===== config.mk =====
export PLATFORM = sky130hd
export DESIGN_NAME = object_report_sequencer
export DESIGN_NICKNAME = d
export VERILOG_FILES = /design/src/rtl/object_report_sequencer_pkg.sv /design/src/rtl/object_report_sequencer_seq_divider.sv /design/src/rtl/object_report_sequencer.sv
export SDC_FILE = /design/constraint.sdc
export NUM_CORES = 1
export LEC_CHECK = 0
export ABC_AREA = 1
export BUFFER_PORTS_ARGS = -buffer_cell sky130_fd_sc_hd__buf_2
export CAP_MARGIN = 0
export CORE_MARGIN = 3
export CORE_UTILIZATION = 32
export DETAILED_ROUTE_END_ITERATION = 8
export PLACE_DENSITY_LB_ADDON = 0.05
export SYNTH_ARGS = -nofsm -noshare
export SYNTH_HDL_FRONTEND = slang
export SYNTH_HIERARCHICAL = 1
export SYNTH_SLANG_ARGS = --single-unit

===== constraint.sdc =====
create_clock -name clk -period 4.4 [get_ports clk]
set_input_delay 0.88 -clock clk [delete_from_list [all_inputs] [get_ports clk]]
set_output_delay 0.88 -clock clk [all_outputs]
set_load 0.02 [all_outputs]

===== src/rtl/object_report_sequencer_pkg.sv =====
// Shared widths and FSM state encoding for the object report sequencer.
// Label ids are LBL_WIDTH bits; area and coordinate sums are LOC_SIZE bits.
package object_report_sequencer_pkg;

  localparam int LOC_SIZE  = 16;
  localparam int LBL_WIDTH = 8;

  typedef enum logic [2:0] {
    ST_IDLE    = 3'd0,
    ST_ADDR    = 3'd1,
    ST_CAPTURE = 3'd2,
    ST_DIV     = 3'd3,
    ST_OUT     = 3'd4,
    ST_NEXT    = 3'd5
  } seq_state_t;

endpackage


===== src/rtl/object_report_sequencer_seq_divider.sv =====
// Restoring unsigned divider, one quotient bit per cycle, WIDTH cycles per divide.
// done is high during the final iteration cycle, so the quotient is final on the following cycle.
module seq_divider
  import object_report_sequencer_pkg::*;
#(
  parameter int WIDTH = LOC_SIZE
) (
  input  logic             clk,
  input  logic             reset_n,
  input  logic             start,
  input  logic [WIDTH-1:0] dividend,
  input  logic [WIDTH-1:0] divisor,
  output logic [WIDTH-1:0] quotient,
  output logic             done
);

  localparam int CNT_W = $clog2(WIDTH + 1);

  logic [WIDTH-1:0] rem;
  logic [WIDTH-1:0] quo;
  logic [WIDTH-1:0] dvs;
  logic [CNT_W-1:0] cnt;
  logic [WIDTH:0]   trial;

  // Dividend bits shift out of quo's MSB while quotient bits shift in at the LSB.
  assign trial = {rem, quo[WIDTH-1]} - {1'b0, dvs};

  always_ff @(posedge clk or negedge reset_n) begin
    if (!reset_n) begin
      rem <= '0;
      quo <= '0;
      dvs <= '0;
      cnt <= '0;
    end else if (start) begin
      rem <= '0;
      quo <= dividend;
      dvs <= divisor;
      cnt <= CNT_W'(WIDTH);
    end else if (cnt != '0) begin
      if (!trial[WIDTH]) begin
        rem <= trial[WIDTH-1:0];
        quo <= {quo[WIDTH-2:0], 1'b1};
      end else begin
        rem <= {rem[WIDTH-2:0], quo[WIDTH-1]};
        quo <= {quo[WIDTH-2:0], 1'b0};
      end
      cnt <= cnt - 1'b1;
    end
  end

  assign quotient = quo;
  assign done     = (cnt == CNT_W'(1));

endmodule


===== src/rtl/object_report_sequencer.sv =====
// Walks labels 1..num_labels after each frame, filters small objects and
// emits one centroid record per surviving label over a valid/ready handshake.
//
// state   | meaning
// IDLE    | waiting for frame_done
// ADDR    | obj_id presented, waiting STAT_LATENCY cycles for stats
// CAPTURE | latch stats, start dividers or skip the label
// DIV     | centroid division in progress
// OUT     | record offered, waiting for rpt_ready
// NEXT    | advance to next label or finish the sweep
module object_report_sequencer
  import object_report_sequencer_pkg::*;
#(
  parameter int STAT_LATENCY = 1
) (
  input  logic                 clk,
  input  logic                 reset_n,
  input  logic                 frame_done,
  input  logic [LBL_WIDTH-1:0] num_labels,
  input  logic [LOC_SIZE-1:0]  obj_area,
  input  logic [LOC_SIZE-1:0]  obj_x,
  input  logic [LOC_SIZE-1:0]  obj_y,
  input  logic [LOC_SIZE-1:0]  min_area,
  output logic [LBL_WIDTH-1:0] obj_id,
  output logic                 rpt_valid,
  input  logic                 rpt_ready,
  output logic [LBL_WIDTH-1:0] rpt_id,
  output logic [LOC_SIZE-1:0]  rpt_area,
  output logic [LOC_SIZE-1:0]  rpt_cx,
  output logic [LOC_SIZE-1:0]  rpt_cy,
  output logic                 busy,
  output logic                 sweep_done,
  output logic                 overrun
);

  localparam int LAT_W = (STAT_LATENCY > 1) ? $clog2(STAT_LATENCY) : 1;

  seq_state_t           state;
  logic [LBL_WIDTH-1:0] snap_labels;
  logic [LAT_W-1:0]     lat_cnt;
  logic                 div_start;
  logic                 done_x;
  logic                 done_y;

  // min_area is sampled here, in CAPTURE, so mid-sweep changes apply to later labels only.
  assign div_start = (state == ST_CAPTURE) && (obj_area != '0) && !(obj_area < min_area);

  seq_divider #(.WIDTH(LOC_SIZE)) u_div_x (
    .clk      (clk),
    .reset_n  (reset_n),
    .start    (div_start),
    .dividend (obj_x),
    .divisor  (obj_area),
    .quotient (rpt_cx),
    .done     (done_x)
  );

  seq_divider #(.WIDTH(LOC_SIZE)) u_div_y (
    .clk      (clk),
    .reset_n  (reset_n),
    .start    (div_start),
    .dividend (obj_y),
    .divisor  (obj_area),
    .quotient (rpt_cy),
    .done     (done_y)
  );

  always_ff @(posedge clk or negedge reset_n) begin
    if (!reset_n) begin
      state       <= ST_IDLE;
      obj_id      <= '0;
      snap_labels <= '0;
      lat_cnt     <= '0;
      rpt_valid   <= 1'b0;
      rpt_id      <= '0;
      rpt_area    <= '0;
      busy        <= 1'b0;
      sweep_done  <= 1'b0;
      overrun     <= 1'b0;
    end else begin
      sweep_done <= 1'b0;
      // Any frame_done outside IDLE, including the final NEXT cycle, is rejected.
      overrun    <= frame_done && (state != ST_IDLE);
      case (state)
        ST_IDLE: begin
          if (frame_done) begin
            snap_labels <= num_labels;
            if (num_labels == '0) begin
              sweep_done <= 1'b1;
            end else begin
              obj_id  <= LBL_WIDTH'(1);
              lat_cnt <= LAT_W'(STAT_LATENCY - 1);
              state   <= ST_ADDR;
              busy    <= 1'b1;
            end
          end
        end
        ST_ADDR: begin
          if (lat_cnt == '0) state <= ST_CAPTURE;
          else               lat_cnt <= lat_cnt - 1'b1;
        end
        ST_CAPTURE: begin
          rpt_id   <= obj_id;
          rpt_area <= obj_area;
          state    <= div_start ? ST_DIV : ST_NEXT;
        end
        ST_DIV: begin
          if (done_x && done_y) begin
            rpt_valid <= 1'b1;
            state     <= ST_OUT;
          end
        end
        ST_OUT: begin
          if (rpt_ready) begin
            rpt_valid <= 1'b0;
            state     <= ST_NEXT;
          end
        end
        ST_NEXT: begin
          if (obj_id == snap_labels) begin
            sweep_done <= 1'b1;
            obj_id     <= '0;
            state      <= ST_IDLE;
            busy       <= 1'b0;
          end else begin
            obj_id  <= obj_id + 1'b1;
            lat_cnt <= LAT_W'(STAT_LATENCY - 1);
            state   <= ST_ADDR;
          end
        end
        default: begin
          state <= ST_IDLE;
          busy  <= 1'b0;
        end
      endcase
    end
  end

endmodule


# Word-level counts from Yosys, hierarchy flattened
# Cells that the tools add are included.
classes:
  order_cmp: 1
  bitwise_logic: 1
  eq_ne: 15
  n_mux: 44
  n_reduce_logical: 23
  add_sub_neg: 6
op_table:
  columns: ["operator", "n"]
  rows:
  - ["2-to-1 mux 16 bit", 10]
  - ["subtractor 17 x 16 -> 17 bit", 2]
  - ["2-to-1 mux 8 bit", 3]
  - ["2-to-1 mux 5 bit", 4]
  - ["2-to-1 mux 3 bit", 6]
  - ["case mux 3 bit (6 select lines)", 1]
  - ["less-than comparator 16 bit", 1]
  - ["case mux 8 bit (2 select lines)", 1]
  - ["nonzero test 16 bit", 1]
  - ["2-to-1 mux 1 bit", 15]
  - ["!= test 2 bit, second input constant", 7]
  - ["equality test 5 x 1 -> 1 bit, second input constant", 2]
  - ["nonzero test 5 bit", 2]
  - ["subtractor 5 x 1 -> 5 bit, second input constant", 2]
  - ["adder 8 x 1 -> 8 bit, second input constant", 1]
  - ["equality test 8 bit", 1]
  - ["logical NOT 8 bit", 1]
  - ["AND reduction 4 bit", 2]
  - ["nonzero test 2 bit", 4]
  - ["equality test 3 x 2 -> 1 bit, second input constant", 2]
  - ["equality test 3 bit, second input constant", 2]
  - ["case mux 1 bit (3 select lines)", 2]
  - ["AND reduction 3 bit", 2]
  - ["nonzero test 3 bit", 2]
  - ["10 further kinds", 14]
word_totals:
  word_cells: 107
  output_inout_bits: 68
  in_bits: 76
  register_bits: 138

# Depth between registers and ports, before layout
logic_depth:
  ltp_word: 5
  mapped_depth: 20
  ltp_nobuf: 19

# By module
# Netlist, hierarchy kept.
modules_own_cells:
  columns: ["module", "cells_each", "seq_area_each_um2", "instances", "area_each_um2"]
  rows:
  - ["seq_divider", 509, 1326.3, 2, 3703.6]
  - ["object_report_sequencer", 321, 1176.1, 1, 2558.7]

# Least setup slack after synthesis
# No wires, ideal clock.
synth_path:
  path_kind: "input -> register"
  start: "input min_area[15]"
  end: "register u_div_x.rem[13]"
  n_path_buf: 1
  setup_time_ns: 0.116
  setup_slack_ns: 1.731
  arrival_time_ns: 2.552
  path_stages: 18
  required_time_ns: 4.284
  path_cell_list: "inv_1 ha_1 nand2_1 inv_1 nand3_1 nor3_1 nand2_1 nand2_1 nand2_1 inv_1 inv_1 nand2_1 inv_1 buf_2 nand2_1 nand2_1 nand2_1 nand2_1"
synth_between:
  elab_chain_cells: 4
  elab_cells_between_ends: 5
  cone_classes: "order compare: 1; mux: 1; reduce/logical: 3"
synth_lines:
  columns: ["item", "line", "text"]
  rows:
  - ["from (decl)", "object_report_sequencer.sv:23", "input logic [LOC_SIZE-1:0] min_area,"]
  - ["less-than comparator 16 bit *", "object_report_sequencer.sv:46", "assign div_start = (state == ST_CAPTURE) && (obj_area != '0) && !(obj_area < min_area);"]
  - ["logical NOT 1 bit *", "object_report_sequencer.sv:46", null]
  - ["logical AND 1 bit *", "object_report_sequencer.sv:46", null]
  - ["named net div_start", "object_report_sequencer.sv:41", "logic div_start;"]
  - ["2-to-1 mux 16 bit / nonzero test 2 bit (equally long branches)", null, null]
  - ["to (signal assigned)", "object_report_sequencer_seq_divider.sv:41", "rem <= trial[WIDTH-1:0];"]
  - ["to (signal assigned)", "object_report_sequencer_seq_divider.sv:44", "rem <= {rem[WIDTH-2:0], quo[WIDTH-1]};"]
  - ["to (decl)", "object_report_sequencer_seq_divider.sv:19", "logic [WIDTH-1:0] rem;"]
# Mark *: on every way through the listed nets, which the timed path passes. The rest lies on a longest branch.
# A chain may end at the register's enable or synchronous reset.

# Worst setup path after layout
layout_path:
  start: "input obj_area[13]"
  end: "register u_div_y.rem[4]"
layout_between:
  elab_chain_cells: 4
  elab_cells_between_ends: 7
  cone_classes: "order compare: 1; mux: 1; reduce/logical: 5"
layout_lines:
  columns: ["item", "line", "text"]
  rows:
  - ["from (decl)", "object_report_sequencer.sv:20", "input logic [LOC_SIZE-1:0] obj_area,"]
  - ["less-than comparator 16 bit / nonzero test 16 bit (equally long branches)", "object_report_sequencer.sv:46", null]
  - ["logical NOT 1 bit / logical AND 1 bit (equally long branches)", "object_report_sequencer.sv:46", null]
  - ["logical AND 1 bit *", "object_report_sequencer.sv:46", null]
  - ["named net div_start", "object_report_sequencer.sv:41", null]
  - ["2-to-1 mux 16 bit / nonzero test 2 bit (equally long branches)", null, null]
  - ["to (signal assigned)", "object_report_sequencer_seq_divider.sv:41", null]
  - ["to (signal assigned)", "object_report_sequencer_seq_divider.sv:44", null]
  - ["to (decl)", "object_report_sequencer_seq_divider.sv:19", null]
# Marks and branches as above.

==> flow_summary.yaml <==
outcome:
  status: "finished, final reports clean"
sta:
  worst_slew_pin_slew_ps: 867
  rsz0062_at_grt: "false"
  skew_ps: 14.1
  timing.hold.ws_ps: 481
  fin_crit_sh: 0.711
  finalCriticalPeriod_ps: 3130
  slew_violations: 0
  slew-limit-headroom: 0.422
  report.final.hold_viol_count: 0
  setup_tns_ps: 0
  finalWorstSetupSlack_ps: 1270
  report.final.setup_viol: 0
  fmax_mhz: 320
logic_synthesis:
  synth_area_per_cell_sq_um: 7.44
  synth_xor_area_frac: 0.0220
  synth_top_family_by_area: "simple AND/OR/NAND/NOR gates"
  synth_mux_area_frac: 0
  synthesis.nets: 1471
  synth_top_flop_cell: "dfrtp_1"
  syn_area_sq_um: 9970
  synth_cells: 1339
  async_flop_share: 1.00
  seq_area_frac_synth: 0.384
  synth_seq_cells: 153
  synth_cell_type_count: 43
  synth_compound_area_frac: 0.0939
  yosys_warnings: 6
  synth-adder-area-share: 0.0718
  synth-edff-count: 0
  synthSimpleGateAreaFrac: 0.306
routing:
  drc_errors: 0
  routedWlPerCell_microns: 15.0
  firstDrtPassIters: 5
  routed_wl_microns: 28200
  dr_total_vias: 8486
  drt_iter0_markers: 427
  viasPerCell: 4.51
  ant_nets: 0
cts:
  clock_latency_ps: 420
  cts_tree: "built"
  h-tree-depth: 4
  cts_buffer_depth: 2
  numCtsBuffers: 17
  clk_pin_slew_worst_paths_ps: 70
  ctsHoldBuffers: 0
  clockRootBuffer: "clkbuf_16"
  ctsResizeCount: 0
  numClockSinks: 153
  cts_setup_buffers: 0
placement:
  portBuffers: 143
  postPlaceCellArea_sq_um: 11100
  pre_cts_ws_ps: 827
  hpwl_microns: 21500
  routabilityCongestion: 0.780
setup_path:
  path_depth: 16
  startpoint_type: "input port"
  crit_buf_inv: 6
  slowest_stage: "inv_1"
  crit_top_cell: "nand2_1"
  slowest_delay_ps: 490
  critPathArrivalTime_ps: 3480
  required_ps: 4750
  crit_chain: "buf_2 > ha_1 > nand2_1 > inv_1 > o21ai_0 > nand2_1 > a21oi_1 > nand2_1 > nand2_1 > inv_2 > inv_1 > nand2_1 > inv_1 > buf_4 > nand3_1 > nand2_1"
  r2r_slack_ps: 1680
  r2r_cells: 11
  crit_fanout: 14
  cp_top_family: "buffers and inverters"
  cp-endpoint: "u_div_y/rem[4]$_DFFE_PN0P_"
  end_kind: "flip-flop"
  startpoint: "obj_area[13]"
  path_class: "in2reg"
  rr_endpoint: "u_div_y/rem[4]$_DFFE_PN0P_"
  rr_startpoint: "state[2]$_DFFE_PN0P_"
pwr:
  p_leak_nw: 6.56
  vdd_ir_drop_max_v: 0.000289
  powerDensity_nw_per_um2: 954
cells_and_area:
  antenna_cells: 0
  final_common_cell: "nand2_1"
  drive_above_1_share: 0.191
  nNetsFinal: 1612
  final_cell_mix: "nand2_1, inv_1, dfrtp_1, buf_2, o21ai_0"
  fin_area_sq_um: 11700
  area_growth_pct: 17.1
floorplan:
  io_pins: 144
  dieArea_sq_um: 33300
  die_x_microns: 182
  die_y_microns: 182
  core_area_sq_um: 30200
  initial_core_util: 0.330
  rows: 63
global_routing:
  antenna_found_initial: 2
  grt_start_max_net_pins: 85
  track_usage: 0.173
  grt_overflow: 0
  grt_pass1_wl_microns: 46200
  grt_pass1_vias: 8529
min_path:
  hold_path_class: "reg2reg"
  worstHoldPathCells: 2
job:
  drv_cap: 0
-- per-layer routing --
metal / GRT usage / vias up / share of wire
met5: 0 / - / 0.00064
met4: 0.0271 / 4 / 0.0047
met3: 0.0377 / 11 / 0.042
met2: 0.271 / 122 / 0.44
met1: 0.250 / 3909 / 0.51
li1: - / 4440 / -
-- cells in the mapped netlist, types with 5 or more instances --
| cell type | count | area (sq um) |
|---|---|---|
| a21oi_1 | 25 | 125 |
| buf_2 | 9 | 45.0 |
| clkbuf_1 | 13 | 48.8 |
| dfrtp_1 | 153 | 3830 |
| ha_1 | 54 | 676 |
| inv_1 | 261 | 980 |
| inv_2 | 7 | 26.3 |
| nand2_1 | 437 | 1640 |
| nand2_2 | 23 | 144 |
| nand2_4 | 30 | 338 |
| nand3_1 | 49 | 245 |
| nand3_2 | 25 | 250 |
| nand4_1 | 17 | 106 |
| nor2_1 | 48 | 180 |
| nor3_1 | 8 | 40.0 |
| o211ai_1 | 15 | 113 |
| o21ai_0 | 73 | 365 |
| o221ai_1 | 16 | 140 |
| xnor2_1 | 20 | 175 |
| xor2_1 | 5 | 43.8 |
-- registers in the layout, summed over array words and instances (netlist names) --
register	flops
u_div_x/dvs	16
u_div_y/cnt	5
u_div_y/dvs	16
rpt_id	8
busy	1
u_div_y/rem	16
obj_id	8
u_div_y/quotient	16
rpt_valid	1
rpt_area	16
overrun	1
u_div_x/rem	16
snap_labels	8
u_div_x/cnt	5
state	3
sweep_done	1
u_div_x/quotient	16
-- cells by family (layout without fill, tap and decap cells) --
logic type	after synthesis	count (layout)
fa+ha+maj	56	56
flops	153	153
compound gates	153	153
simple gates	650	650
buf+inv	302	456
xor+xnor	25	25
-- worst reg2reg max path, stage by stage, from the launching register on --
cell and delay, ps:
dfrtp_1 460, nor3_1 380, inv_1 100, a21oi_1 130
nand2_1 120, inv_2 100, inv_1 80, nand2_1 410
inv_1 380, buf_4 300, nand3_1 100, nand2_1 60
-- layout make-up --
class	count	area (sq um)
clock buffer	18	439
clock inverter	14	171
fill	3239	18500
inverter	270	1010
multi-input combinational	884	4920
sequential	153	3830
tap	390	488
timing repair buffer	154	805
-- report_power, final --
part           total (mW)  switching, mW  internal, mW
Clock                1.53          0.699         0.835
Sequential           2.53          0.420          2.11
Combinational        7.07           4.62          2.45
Total                11.1           5.74          5.40
-- per-stage QoR --
| stage | util | power [mW] | instances |
|---|---|---|---|
| after floorplan | - | 8.08 | 1339 |
| after global placement | 0.366 | 9.67 | 1851 |
| after detailed placement | 0.366 | 9.67 | 1851 |
| after CTS | 0.387 | 11.3 | 1883 |
| after global routing | 0.387 | 12.4 | 1883 |
| final | 0.387 | 11.1 | 1883 |
-- worst min path at each step --
stage / from / to / slack (ps)
floorplan: u_div_x/dvs[0]$_DFFE_PN0P_ / u_div_x/dvs[0]$_DFFE_PN0P_ / 450
global placement: rpt_area[5]$_DFFE_PN0P_ / rpt_area[5]$_DFFE_PN0P_ / 470
detailed placement: rpt_id[4]$_DFFE_PN0P_ / rpt_id[4]$_DFFE_PN0P_ / 460
CTS: rpt_id[4]$_DFFE_PN0P_ / rpt_id[4]$_DFFE_PN0P_ / 480
global route: u_div_x/dvs[0]$_DFFE_PN0P_ / u_div_x/dvs[0]$_DFFE_PN0P_ / 520
finish: rpt_id[4]$_DFFE_PN0P_ / rpt_id[4]$_DFFE_PN0P_ / 480
No activity file was read; power rests on OpenSTA's default activity.
